### src/rtl/llsc_resv_ctrl.sv
// LL/SC reservation controller: owns the LLbit and the reserved address granule, and
// resolves SC success combinationally in MEM. Optional stale-reservation timeout: LLSC_TIMEOUT_EN.
module llsc_resv_ctrl #(
    parameter int GRAN_BITS  = 4,
    parameter int TMO_CYCLES = 256,
    parameter int TMO_W      = 9
) (
    input  logic        clk,
    input  logic        rst,
    input  logic        flush,
    input  logic        ll_valid,
    input  logic [31:0] ll_addr,
    input  logic        sc_valid,
    input  logic [31:0] sc_addr,
    input  logic        snoop_valid,
    input  logic [31:0] snoop_addr,
    output logic        sc_success,
    output logic        LLbit_o,
    output logic [31:0] resv_addr_o
);

    localparam logic [0:0] IDLE     = 1'b0;
    localparam logic [0:0] RESERVED = 1'b1;

    logic [0:0]            state_q, state_d;
    logic [31:GRAN_BITS]   resv_gran_q, resv_gran_d;
    logic                  sc_match;
    logic                  snoop_hit;

    // Only granule bits participate in matching; the offset bits are deliberately dropped.
    logic unused_offset_bits;
    assign unused_offset_bits = ^{ll_addr[GRAN_BITS-1:0], sc_addr[GRAN_BITS-1:0],
                                  snoop_addr[GRAN_BITS-1:0]};

    assign sc_match  = (sc_addr[31:GRAN_BITS] == resv_gran_q);
    assign snoop_hit = snoop_valid && (snoop_addr[31:GRAN_BITS] == resv_gran_q);

    // A same-cycle matching store or a flush beats the SC to the granule.
    assign sc_success = rst && sc_valid && (state_q == RESERVED) && sc_match
                        && !flush && !snoop_hit;

    assign LLbit_o     = (state_q == RESERVED);
    assign resv_addr_o = {resv_gran_q, {GRAN_BITS{1'b0}}};

`ifdef LLSC_TIMEOUT_EN
    logic [TMO_W-1:0] tmo_cnt_q, tmo_cnt_d;
    logic             tmo_expire;

    assign tmo_expire = (state_q == RESERVED) && (tmo_cnt_q == TMO_W'(TMO_CYCLES - 1));
`endif

    always_comb begin
        state_d     = state_q;
        resv_gran_d = resv_gran_q;
`ifdef LLSC_TIMEOUT_EN
        tmo_cnt_d   = tmo_cnt_q;
`endif
        if (flush) begin
            state_d = IDLE;
        end else if (sc_valid) begin
            state_d = IDLE;
        end else if (ll_valid) begin
            state_d     = RESERVED;
            resv_gran_d = ll_addr[31:GRAN_BITS];
`ifdef LLSC_TIMEOUT_EN
            tmo_cnt_d   = '0;
`endif
        end else if (snoop_hit && (state_q == RESERVED)) begin
            state_d = IDLE;
`ifdef LLSC_TIMEOUT_EN
        end else if (tmo_expire) begin
            state_d = IDLE;
        end else if (state_q == RESERVED) begin
            tmo_cnt_d = tmo_cnt_q + TMO_W'(1);
`endif
        end
`ifdef LLSC_TIMEOUT_EN
        if (state_d == IDLE) begin
            tmo_cnt_d = '0;
        end
`endif
    end

    always_ff @(posedge clk) begin
        if (!rst) begin
            state_q     <= IDLE;
            resv_gran_q <= '0;
`ifdef LLSC_TIMEOUT_EN
            tmo_cnt_q   <= '0;
`endif
        end else begin
            state_q     <= state_d;
            resv_gran_q <= resv_gran_d;
`ifdef LLSC_TIMEOUT_EN
            tmo_cnt_q   <= tmo_cnt_d;
`endif
        end
    end

endmodule

### config.mk
export PLATFORM = sky130hd
export DESIGN_NAME = llsc_resv_ctrl
export DESIGN_NICKNAME = d
export VERILOG_FILES = /design/src/rtl/llsc_resv_ctrl.sv
export SDC_FILE = /design/constraint.sdc
export NUM_CORES = 1
export LEC_CHECK = 0
export ABC_AREA = 1
export CELL_PAD_IN_SITES_DETAIL_PLACEMENT = 0
export CELL_PAD_IN_SITES_GLOBAL_PLACEMENT = 1
export CORE_MARGIN = 1.5
export CORE_UTILIZATION = 43
export DETAILED_ROUTE_END_ITERATION = 10
export DONT_BUFFER_PORTS = 1
export PLACE_DENSITY_LB_ADDON = 0.3
export SETUP_SLACK_MARGIN = 0.5
export SLEW_MARGIN = 20
export SYNTH_ARGS = -nofsm -noshare
export SYNTH_HDL_FRONTEND = slang
export SYNTH_SLANG_ARGS = --single-unit
### constraint.sdc
create_clock -name clk -period 3.7 [get_ports clk]
set_clock_uncertainty 0.15 [all_clocks]
set_input_delay 0.185 -clock clk [delete_from_list [all_inputs] [get_ports clk]]
set_output_delay 0.185 -clock clk [all_outputs]
set_load 0.02 [all_outputs]
# --- Word level (Yosys, flattened, before mapping) ---
# Cells that the tools add are included.
classes:
  n_eq_ne: 2
  n_reduce_logical: 12
  mux: 2
  n_bitwise: 3
ops:
  columns: ["cell", "count"]
  rows:
  - ["28-bit equality test", 2]
  - ["1-bit logical AND", 7]
  - ["1-bit inverter", 3]
  - ["3-bit AND reduction", 1]
  - ["3-bit OR reduction", 1]
  - ["1-bit zero test", 2]
  - ["1-bit 2-to-1 mux", 2]
  - ["2-bit nonzero test", 1]
word_totals:
  regBits: 29
  elab_cells: 21

# --- Logic depth before layout (Yosys ltp) ---
# Gate-level depths: netlist (run 1).
depth:
  depth_word: 5
  depth_mapped: 11
  ltp_nobuf: 11

# --- Worst setup path after synthesis (run 1) ---
# OpenSTA, ideal clock, no wires.
synth_path:
  kind: "flip-flop to output port"
  startpoint: "reg resv_gran_q[30] (netlist bit)"
  endpoint: "out sc_success"
  path_buffers: 0
  stages_incl_launch_ff: 9
  path_slack_ps: 2068
  arrival_ps: 1297
  required_ps: 3365
  cell_sequence: "dfxtp_1 -> inv_1 -> nand2_1 -> nand4_1 -> nor3_1 -> nand2_1 -> nor2_1 -> nand2_1 -> nor2_1"
synth_via:
  elab_chain_len: 4
synth_rtl:
  columns: ["item", "line", "text"]
  rows:
  - ["start: declaration", "26", "logic [31:GRAN_BITS] resv_gran_q, resv_gran_d;"]
  - ["start signal: assignment", "93", "resv_gran_q <= resv_gran_d;"]
  - ["28-bit equality test, on equally long branches", "35, 36", null]
  - ["1-bit logical AND, on equally long branches", "39, 36", null]
  - ["1-bit logical AND / 1-bit zero test (equally long branches)", "40", "&& !flush && !snoop_hit;"]
  - ["1-bit logical AND (*)", "40", null]
  - ["end: declaration", "17", "output logic sc_success,"]
# Mark *: on every way between the ends. The rest lies on a longest branch, timed or not.

# --- Worst setup path after layout (run 1) ---
layout_path:
  startpoint: "reg resv_gran_q[20] (netlist bit)"
  endpoint: "out sc_success"
# Same word-level chain as after synthesis.

==> metrics.md, run 1 <==
| Metric | Value |
|---|---|
| Ant diodes | `0` |
| CTS sink cnt | `29` |
| Compound-gate portion of the synthesized area | `17.2%` |
| Combinational family with the most area after synthesis | `simple AND/OR/NAND/NOR gates` |
| Syn. warnings | `0` |
| # Post-CTS Setup Buffers | `0` |
| WP data arrival | `1910 ps` |
| Share of total power in combinational logic | `20.3%` |
| CTS tree | `done` |
| Core Area | `4750 um2` |
| Seq cells post-synth | `29` |
| DIE HEIGHT | `73.4 um` |
| Htree depth | `2` |
| Maximum VDD drop | `153 uV` |
| Max Clock Freq | `446 MHz` |
| Dpl hpwl | `5.03 mm` |
| Post-CTS sizing | `0` |
| Max FO, Critical Path | `5` |
| Pre-antenna DRT Iters | `4` |
| Sw frac | `32.1%` |
| Routed Antenna Nets | `0` |
| Final Setup Violations | `0` |
| Metal3 WL | `696 um` |
| Worst-Margin Slew | `985 ps` |
| Clock insertion delay at the later pin of the skew report | `290 ps` |
| Placer Congestion | `0.861` |
| Max-cap violation count | `0` |
| Total CTS buffers | `5` |
| Simple-Gate Fraction of Synth Area | `32.7%` |
| M1 wire length | `2.74 mm` |
| Most common cell after layout, fill and taps aside | `nand2_1` |
| Hold Crit Depth | `2` |
| Seq/Total Area, Yosys | `27.3%` |
| Starting DRT DRC Count | `103` |
| Clk pin slew, worst setup/hold paths | `70 ps` |
| Total negative slack | `0 ps` |
| Min-Delay Path Class | `reg2reg` |
| Relative slew slack | `34.1%` |
| Fin crit share | `60.6%` |
| Clock Power Share | `36.1%` |
| WL final | `6.52 mm` |
| Syn-to-layout area delta | `21.1%` |
| Die W | `73.4 um` |
| Area of the multi-input gates | `1240 um2` |
| Reg2Reg Depth | `12` |
| Int Pwr | `0.574 mW` |
| Final Hold Violating Endpoints | `0` |
| WL per Instance | `14.0 um` |
| Rows | `25` |
| # DRC | `0` |
| First-pass GRT wire length | `9.87 mm` |
| Number of global-route vias before repair | `2152` |
| Xor and xnor fraction of the mapped netlist area | `7.81%` |
| Clock tree buffer depth | `2` |
| CP Class | `reg2out` |
| I/O Buffers | `0` |
| Final net count | `501` |
| Worst Setup End Kind | `output pin` |
| GR Overflow Total | `0` |
| Mapped Area | `2130 um2` |
| Vias per cell | `4.86` |
| Placed cell area | `2170 um2` |
| CTS Hold Buffers Added | `31` |
| Layout cell share with drive strength beyond 1 | `4.75%` |
| Crit path launch type | `flip-flop` |
| Pre-CTS worst setup slack | `1740 ps` |
| Final Max Slew Viols | `0` |
| Filler instances | `522` |
| Post-synthesis adder-cell area fraction | `0%` |
| DR top layer | `met4` |
| Data required, critical path | `3370 ps` |
| Status | `finished clean` |
| Mapped Cells | `369` |
| Register Area | `581 um2` |
| Post-Syn Area per Cell | `5.77 um2` |
| Sequential share of power | `43.7%` |
| CTS root buffer | `clkbuf_8` |
| Global Route Usage Sum | `24.5%` |
| Largest net degree at the start of global routing | `33` |
| Pwr dens | `327 nW/um2` |
| Mux cell area share after synthesis | `0%` |
| # IOs | `136` |
| RSZ-0062 raised after global routing | `false` |
| Die area | `5380 um2` |
| Starting Density | `44.8%` |
| Synth unique cells | `25` |
| Static leakage | `1.22 nW` |
| Via count | `2268` |
| Switching Power | `0.271 mW` |
| Worst setup margin | `1460 ps` |
| Post-route cell area | `2580 um2` |
| Met2 WL post-DR | `2.99 mm` |
| Most frequent cells in the layout | `nand2_1, inv_1, o21ai_0` |
| Minimum clock period | `2240 ps` |
| Initial antenna violation count | `0` |
metrics by stage:
stage          cells  utilization (%)  total power [mW]  hold slack, ps
3_5_place_dp     428             45.6             0.517             177
6_report         467             54.2             0.844             452
4_1_cts          467             54.2             0.844             446
3_3_place_gp     428             45.6             0.516             166
5_1_grt          467             54.2             0.887             470
2_1_floorplan    372                -             0.492             164
worst paths after layout:
check | start | endpoint | slack, ps
hold reg to reg | resv_gran_q[29] | resv_gran_q[29] | 450
setup reg to reg | resv_gran_q[9] | LLbit_o | 1580
setup / recovery | resv_gran_q[20] | sc_success | 1460
hold / removal | resv_gran_q[29] | resv_gran_q[29] | 450
routing by layer:
layer	vias to the layer above	global-route usage [%]
met5	-	0
met4	0	8.85
met3	9	8.92
met2	95	39.4
met1	972	30.0
li1	1192	-
synth_stat cells:
cell type | number | share of area [%]
xor2_1 | 4 | 1.6
conb_1 | 1 | 0.18
o22ai_1 | 3 | 0.88
nor2_1 | 33 | 5.8
clkbuf_2 | 1 | 0.23
a21boi_0 | 1 | 0.35
nor3_1 | 4 | 0.94
nand3_1 | 6 | 1.4
xnor2_1 | 15 | 6.2
nor4_2 | 1 | 0.59
nand2_1 | 111 | 20
dfxtp_1 | 29 | 27
a21oi_1 | 27 | 6.3
nand4_1 | 9 | 2.6
or2_2 | 1 | 0.29
nand2_4 | 1 | 0.53
inv_1 | 62 | 11
clkbuf_1 | 3 | 0.53
buf_1 | 1 | 0.18
buf_4 | 4 | 1.4
inv_2 | 5 | 0.88
buf_2 | 3 | 0.70
or2_1 | 1 | 0.29
o21ai_0 | 41 | 9.6
nand2_2 | 2 | 0.59
worst max-delay path, cell delays in order (launching register included):
cell and delay (ps):
dfxtp_1 490, inv_1 150, nand2_1 100, o21ai_0 80, nor2_1 100, nand4_1 130
nor2_1 150, nand2_1 70, nor2_1 350
layout make-up:
class	instances	area share, %
clock inverter	1	0.194
clock buffer	7	3.74
timing repair buffer	32	12.3
inverter	67	9.75
multi-input combinational	264	48.2
tap	67	3.25
sequential	29	22.5
state kept, by name, indices dropped and copies added, names as in the netlist:
| signal | cells |
|---|---|
| resv_gran_q | 28 |
| LLbit_o | 1 |
power groups by stage:
stage          Combinational [mW]  Sequential (mW)  Clock (mW)
6_report                    0.171            0.369       0.305
3_5_place_dp                0.141            0.376           0
3_3_place_gp                0.140            0.376           0
5_1_grt                     0.197            0.372       0.319
4_1_cts                     0.171            0.369       0.304
2_1_floorplan               0.121            0.371           0
kinds of logic after synthesis:
| logic type | count (synthesis) |
|---|---|
| and+or+nand+nor | 169 |
| buffers and inverters | 79 |
| AOI/OAI and AO/OA | 72 |
| DFF | 29 |
| xor gates and xnor gates | 19 |
| other | 1 |
No activity file was read; power rests on OpenSTA's default activity.
==> run 2: changes to the inputs <==
--- a/config.mk
+++ b/config.mk
@@ -5,11 +5,11 @@
 export SDC_FILE = /design/constraint.sdc
 export NUM_CORES = 1
 export LEC_CHECK = 0
-export ABC_AREA = 1
+export ABC_AREA = 0
 export CELL_PAD_IN_SITES_DETAIL_PLACEMENT = 0
 export CELL_PAD_IN_SITES_GLOBAL_PLACEMENT = 1
 export CORE_MARGIN = 1.5
-export CORE_UTILIZATION = 43
+export CORE_UTILIZATION = 37
 export DETAILED_ROUTE_END_ITERATION = 10
 export DONT_BUFFER_PORTS = 1
 export PLACE_DENSITY_LB_ADDON = 0.3
==> constraint.sdc (replaced) <==
create_clock -name clk -period 1.8 [get_ports clk]
set_clock_uncertainty 0.15 [all_clocks]
set_input_delay 0.09 -clock clk [delete_from_list [all_inputs] [get_ports clk]]
set_output_delay 0.09 -clock clk [all_outputs]
set_load 0.02 [all_outputs]
==> run 2 against run 1 <==
Compared with the run above: the run now ends with setup timing left; synthesized cell count shrank 43%; sequential share of layout area grew 2.8 points; flip-flop and latch count is the same; non-clock buffer count grew 27; largest cell class unchanged; highest routed layer unchanged; register-to-register slack lost 1700 ps; critical path type unchanged; sequential power grew 88%; clock-buffer cell count grew 1; utilization grew 2.1 points; worst setup slack lost 1700 ps.
==> metrics.md, run 2 <==
| Metric | Value |
|---|---|
| Status | `finished, violations left` |
| Failing checks | `setup timing` |
| End point of the critical path | `sc_success` |
| Data required, critical path | `1560 ps (-1810 ps)` |
| Final net count | `369 (-26%)` |
| WP data arrival | `1780 ps (-130 ps)` |
| Maximum VDD drop | `329 uV (+120%)` |
| Most common cell after layout, fill and taps aside | `nand2_1` |
| Reg2Reg Depth | `8 (-4)` |
| Number of synthesized flops with an enable pin | `0 (unchanged)` |
| WL final | `5.26 mm (-19%)` |
| Relative slew slack | `38.4% (+4.3 points)` |
| Total negative slack | `-344 ps (-344 ps)` |
| Largest Register | `resv_gran_q` |
| Max-cap violation count | `0 (unchanged)` |
| Seq cells post-synth | `29 (unchanged)` |
| Area of the multi-input gates | `1180 um2 (-4.9%)` |
| Top post-synthesis cells by area | `dfxtp_1, xor2_1, nand2_1` |
| Register Area | `631 um2 (+8.6%)` |
| Number of global-route vias before repair | `1674 (-22%)` |
| Syn-to-layout area delta | `44.2%` |
| Routed Antenna Nets | `0 (unchanged)` |
| Worst setup margin | `-216 ps (-1670 ps)` |
| Crit path launch | `resv_gran_q[17]` |
| Fin crit share | `112%` |
| Min-Delay Path Class | `in2reg` |
| Seq/Total Area, Yosys | `33.6% (+6.4 points)` |
| Switching Power | `0.409 mW (+51%)` |
| Share of the synthesized area in the top cell type | `33.6% (+6.4 points)` |
| Ant diodes | `0 (unchanged)` |
| Die area | `5080 um2 (-5.6%)` |
| Sw frac | `27.5% (-4.6 points)` |
| Synth area leader | `dfxtp_1` |
| Crit path launch type | `flip-flop` |
| First-pass GRT wire length | `8.16 mm (-17%)` |
| Share of total power in combinational logic | `18.8% (-1.5 points)` |
| Vias per cell | `4.96 (+2.1%)` |
| Synth unique cells | `18 (-28%)` |
| Layout cell share with drive strength beyond 1 | `23.5% (+19 points)` |
| Max Clock Freq | `496 MHz` |
| Rows | `24 (-4.0%)` |
| CTS tree | `done` |
| Placer Congestion | `0.756 (-12%)` |
| Die W | `71.3 um (-2.8%)` |
| Starting Density | `39.1% (-5.7 points)` |
| Top_reg_cell synth | `dfxtp_1` |
| Slowest CP cell | `dfxtp_4` |
| Static leakage | `1.03 nW (-16%)` |
| FF-to-FF setup slack | `-130 ps (-1710 ps)` |
| WL per Instance | `16.4 um (+18%)` |
| GR Overflow Total | `0 (unchanged)` |
| Clock Power Share | `34.5% (-1.6 points)` |
| Htree depth | `2 (unchanged)` |
| Worst-case hold slack | `63.3 ps (-389 ps)` |
| FFs w/ async S/R, synth | `0% (unchanged)` |
| Sequential share of power | `46.6% (+2.9 points)` |
| Filler instances | `446 (-15%)` |
| Max stage delay on crit path | `370 ps (-120 ps)` |
| CP Class | `reg2out` |
| Most frequent cell after synthesis | `nand2_1` |
| Clock insertion delay at the later pin of the skew report | `270 ps (-20 ps)` |
| Max reg flops | `28 (unchanged)` |
| DIE HEIGHT | `71.3 um (-2.8%)` |
| Final Hold Violating Endpoints | `0 (unchanged)` |
| Final Max Slew Viols | `0 (unchanged)` |
| Starting DRT DRC Count | `55 (-47%)` |
| Minimum clock period | `2020 ps` |
| Mapped Area | `1730 um2 (-19%)` |
| Worst Setup End Kind | `output pin` |
| I/O Buffers | `0 (unchanged)` |
| Total power draw | `1.49 mW (+76%)` |
| Pre-antenna DRT Iters | `4 (unchanged)` |
| Global Route Usage Sum | `20.9% (-3.6 points)` |
| Worst-Margin Slew | `924 ps (-60.9 ps)` |
| # DRC | `0 (unchanged)` |
| Pwr dens | `598 nW/um2 (+83%)` |
| Largest net degree at the start of global routing | `29 (-12%)` |
| Syn. warnings | `0 (unchanged)` |
| Max FO, Critical Path | `4 (-1)` |
| Post-Syn Area per Cell | `8.22 um2 (+42%)` |
| Clk pin slew, worst setup/hold paths | `60 ps (about the same)` |
| Most frequent cells in the layout | `nand2_1, xor2_1, dlygate4sd3_1` |
| # IOs | `136 (unchanged)` |
| RSZ-0062 raised after global routing | `true` |
| Core Area | `4410 um2 (-7.2%)` |
| Via count | `1587 (-30%)` |
| Dpl hpwl | `3.94 mm (-22%)` |
| Final Setup Violations | `2 (+2)` |
| CTS sink cnt | `29 (unchanged)` |
| Pre-CTS worst setup slack | `-62.0 ps (-1810 ps)` |
| Mapped Cells | `210 (-43%)` |
| Total CTS buffers | `5 (unchanged)` |
| Worst r2r src | `resv_gran_q[17]` |
| Initial antenna violation count | `0 (unchanged)` |
| CP cell instances | `xor2_4 -> nor4_4 -> buf_4 -> nand3_4 -> o311ai_4 -> nor3_4` |
| RR Endpoint | `LLbit_o` |
| Synth top cells by count | `nand2_1, xor2_1, dfxtp_1, a21boi_0` |
| CTS root buffer | `clkbuf_8` |
| Clock tree buffer depth | `2 (unchanged)` |
| Int Pwr | `1.08 mW (+88%)` |
-- run 2: cell types whose count changed in the layout (fill, tap and decap cells not counted), sizes merged, moves of 4 or more --
cell / delta
nand4: -4
buf: +26
inv: -67
nand2: -55
xnor2: -5
nand3: -5
nor4: +9
nor2: -31
a21oi: -26
xor2: +42
o21ai: -41
a21boi: +27
-- run 2: cell families after synthesis --
group	share of synthesized area, %
and+or+nand+nor	20.6
xor gates and xnor gates	28.4
AOI/OAI and AO/OA	13.4
DFF	33.6
buffers and inverters	3.70
other	0.217
-- run 2: final cells by class --
type	instances	area share, %
Tap cell	52	2.62
Timing Repair Buffer	59	21.3
Multi-Input combinational cell	172	47.5
Sequential cell	29	25.4
Clock buffer	8	3.22
-- run 2: worst min-delay path by stage --
| stage | cells after the start | from | end |
|---|---|---|---|
| after global placement | 1 | sc_valid | LLbit_o |
| after floorplan | 1 | sc_valid | LLbit_o |
| after global routing | 3 | ll_valid | resv_gran_q[17] |
| final | 3 | ll_valid | resv_gran_q[26] |
| after CTS | 3 | ll_valid | resv_gran_q[26] |
| after detailed placement | 1 | sc_valid | LLbit_o |
-- run 2: per-stage QoR --
stage	util [%]	instances	cell area (um2)
finish	56.3	320	2490
global route	56.3	320	2490
CTS	54.9	319	2420
detailed placement	44.6	277	1970
global placement	44.6	277	1970
floorplan	-	213	1790
-- run 2: layer usage --
metal | up-vias | track usage [%] | wire length [um]
met5 | - | 0 | 0
met4 | 0 | 6.29 | 57
met3 | 7 | 6.19 | 393
met2 | 70 | 36.1 | 2580
met1 | 712 | 25.0 | 2230
li1 | 798 | - | -
-- run 2: power by group through the flow --
stage               Combinational [mW]  Clock [mW]  Sequential [mW]
finish                           0.280       0.514            0.694
global route                     0.307       0.550            0.697
CTS                              0.271       0.523            0.695
detailed placement               0.199           0            0.708
global placement                 0.196           0            0.708
floorplan                        0.136           0            0.722
-- run 2: timing repair --
action,in CTS,in global routing
buffers inserted,2,1
setup endpoints to repair,2,30
pin swaps,5,6
hold buffers,32,0
resized for setup,7,9
hold endpoints to repair,29,0
-- run 2: worst max-delay path: cells and delay by family (launching register included) --
kind	cells	cell delay [ps]
xor+xnor	1	160
simple gates	3	470
compound gates	1	330
flops	1	370
buf+inv	1	170
==> run 3: changes to the inputs <==
--- a/config.mk
+++ b/config.mk
@@ -5,11 +5,11 @@
 export SDC_FILE = /design/constraint.sdc
 export NUM_CORES = 1
 export LEC_CHECK = 0
-export ABC_AREA = 0
+export ABC_AREA = 1
 export CELL_PAD_IN_SITES_DETAIL_PLACEMENT = 0
 export CELL_PAD_IN_SITES_GLOBAL_PLACEMENT = 1
 export CORE_MARGIN = 1.5
-export CORE_UTILIZATION = 37
+export CORE_UTILIZATION = 36
 export DETAILED_ROUTE_END_ITERATION = 10
 export DONT_BUFFER_PORTS = 1
 export PLACE_DENSITY_LB_ADDON = 0.3
==> run 3 against run 2 <==
Compared with the run above: the run now ends clean; worst setup slack gained 250 ps; sequential share of layout area shrank 1.7 points; final cell count grew 50%; first-iteration DRC count grew 47%; largest power group unchanged.
==> metrics.md, run 3 (synthesized netlist as in run 1, its figures left out) <==
| Metric | Value |
|---|---|
| Status | `finished clean` |
| Max Clock Freq | `567 MHz (+14%)` |
| Starting DRT DRC Count | `81 (+47%)` |
| Final net count | `508 (+38%)` |
| Pwr dens | `589 nW/um2 (-1.6%)` |
| Max reg flops | `28 (unchanged)` |
| GRT met3 Usage | `7.20% (+1.0 points)` |
| First-pass GRT wire length | `10.2 mm (+25%)` |
| Max-cap violation count | `0 (unchanged)` |
| CP Class | `reg2out` |
| Global Route Usage Sum | `21.0% (+0.12 points)` |
| Total CTS buffers | `5 (unchanged)` |
| Core Area | `5610 um2 (+27%)` |
| GR Overflow Total | `0 (unchanged)` |
| # DRC | `0 (unchanged)` |
| Data required, critical path | `1560 ps (about the same)` |
| Final Hold Violating Endpoints | `0 (unchanged)` |
| Dpl hpwl | `5.38 mm (+37%)` |
| CTS root buffer | `clkbuf_8` |
| Min-Delay Path Class | `in2reg` |
| # IOs | `136 (unchanged)` |
| Crit path launch type | `flip-flop` |
| Placer Congestion | `0.845 (+12%)` |
| Via count | `2305 (+45%)` |
| Relative slew slack | `63.9% (+26 points)` |
| I/O Buffers | `0 (unchanged)` |
| Clock insertion delay at the later pin of the skew report | `280 ps (about the same)` |
| Most common cell after layout, fill and taps aside | `nand2_1` |
| Minimum clock period | `1760 ps (-253 ps)` |
| Placed insts | `437 (+58%)` |
| Fin util | `50.6% (-5.8 points)` |
| Pre-antenna DRT Iters | `4 (unchanged)` |
| RSZ-0062 raised after global routing | `true` |
| Fin crit share | `98.0% (-14 points)` |
| Vias per cell | `4.81 (-3.0%)` |
| Largest Register | `resv_gran_q` |
| DIE HEIGHT | `79.9 um (+12%)` |
| Worst setup margin | `36.5 ps (+253 ps)` |
| Min-delay src | `ll_valid` |
| Ant diodes | `0 (unchanged)` |
| Placed cell area | `2270 um2 (+15%)` |
| Maximum VDD drop | `359 uV (+9.2%)` |
| GR peak layer | `met2` |
| Routed Antenna Nets | `0 (unchanged)` |
| Static leakage | `1.31 nW (+27%)` |
| Initial antenna violation count | `0 (unchanged)` |
| M2 GR Usage | `34.2% (-1.9 points)` |
| Die area | `6390 um2 (+26%)` |
| Worst Setup End Kind | `output pin` |
| WL final | `6.78 mm (+29%)` |
| Largest net degree at the start of global routing | `30 (+3.4%)` |
| Syn-to-layout area delta | `33.1%` |
| Final Setup Violations | `0 (-2)` |
| WP data arrival | `1520 ps (-260 ps)` |
| Max FO, Critical Path | `6 (+2)` |
| Crit path launch | `resv_gran_q[11]` |
| CTS tree | `done` |
| Filler instances | `606 (+36%)` |
| Post-route insts no fill | `479 (+50%)` |
| Most frequent cells in the layout | `nand2_1, inv_1, o21ai_0` |
| Met1 usage | `26.0% (+0.98 points)` |
| Number of global-route vias before repair | `2180 (+30%)` |
| Pre-CTS worst setup slack | `260 ps (+322 ps)` |
| Worst r2r src | `resv_gran_q[28]` |
| Worst-Margin Slew | `541 ps (-383 ps)` |
| Final Max Slew Viols | `0 (unchanged)` |
| Clock tree buffer depth | `2 (unchanged)` |
| Clk pin slew, worst setup/hold paths | `60 ps (about the same)` |
| Post-route cell area | `2840 um2 (+14%)` |
| Rows | `27 (+13%)` |
| CTS sink cnt | `29 (unchanged)` |
| Die W | `79.9 um (+12%)` |
| Layout cell share with drive strength beyond 1 | `21.6% (-1.9 points)` |
| WL per Instance | `14.1 um (-14%)` |
| Htree depth | `2 (unchanged)` |
| Starting Density | `38.0% (-1.1 points)` |
## run 3: changes by cell type in the layout (fill, tap and decap cells not counted), moves of 27 or more
cell and delta:
o21ai_0 +37, a21oi_1 +27, inv_1 +51, nand2_1 +42, a21boi_0 -27, xor2_1 -41
## run 3: timing repair
| action | in CTS | in global routing |
|---|---|---|
| cloned | 0 | 0 |
| hold buffers | 31 | 0 |
| setup buffers | 3 | 0 |
| endpoints found under the setup margin | 2 | 30 |
| endpoints found under the hold margin | 29 | 0 |
| pin swaps | 6 | 25 |
| gates resized for setup | 26 | 34 |
## run 3: power by group
group	internal (mW)	switching, mW	leakage [nW]	total, mW
clock network	0.274	0.253	0.0395	0.527
registers	0.664	0.0848	0.256	0.749
logic	0.185	0.208	1.01	0.393
## run 3: worst paths after layout
path,end,depth (start not counted),slack (ps)
setup / recovery,sc_success,7,40
hold / removal,resv_gran_q[9],3,110
setup reg to reg,LLbit_o,10,420
hold reg to reg,resv_gran_q[21],2,380
## run 3: cell type report
type | instances | area [um2] | share of cell area [%]
multi-input cells | 264 | 1370 | 48.1
flip-flops and latches | 29 | 671 | 23.7
repair buffers | 39 | 365 | 12.9
inverters | 67 | 264 | 9.31
well taps | 72 | 90.1 | 3.18
clock buffers | 8 | 80.1 | 2.82
## run 3: per-layer routing
metal	up-vias	part of all wire, %
met1	1000	44
li1	1213	-
met5	-	0
met4	0	1.1
met3	6	9.2
met2	86	46
## run 3: stage by stage
| stage | total power [mW] | hold WS, ps | setup TNS (ps) |
|---|---|---|---|
| global placement | 1.07 | 66.5 | 0 |
| CTS | 1.67 | 99.5 | 0 |
| finish | 1.67 | 106 | 0 |
| floorplan | 1.02 | 69.2 | 0 |
| detailed placement | 1.08 | 71.7 | 0 |
| global route | 1.77 | 151 | -40.3 |
## run 3: worst max-delay path: stages (launching register included)
cell and delay [ps]:
dfxtp_2 440, xnor2_1 140, nand2_1 70, nor3_2 150, nand2_1 80, nor2_1 130
nand2_2 70, nor2_4 160
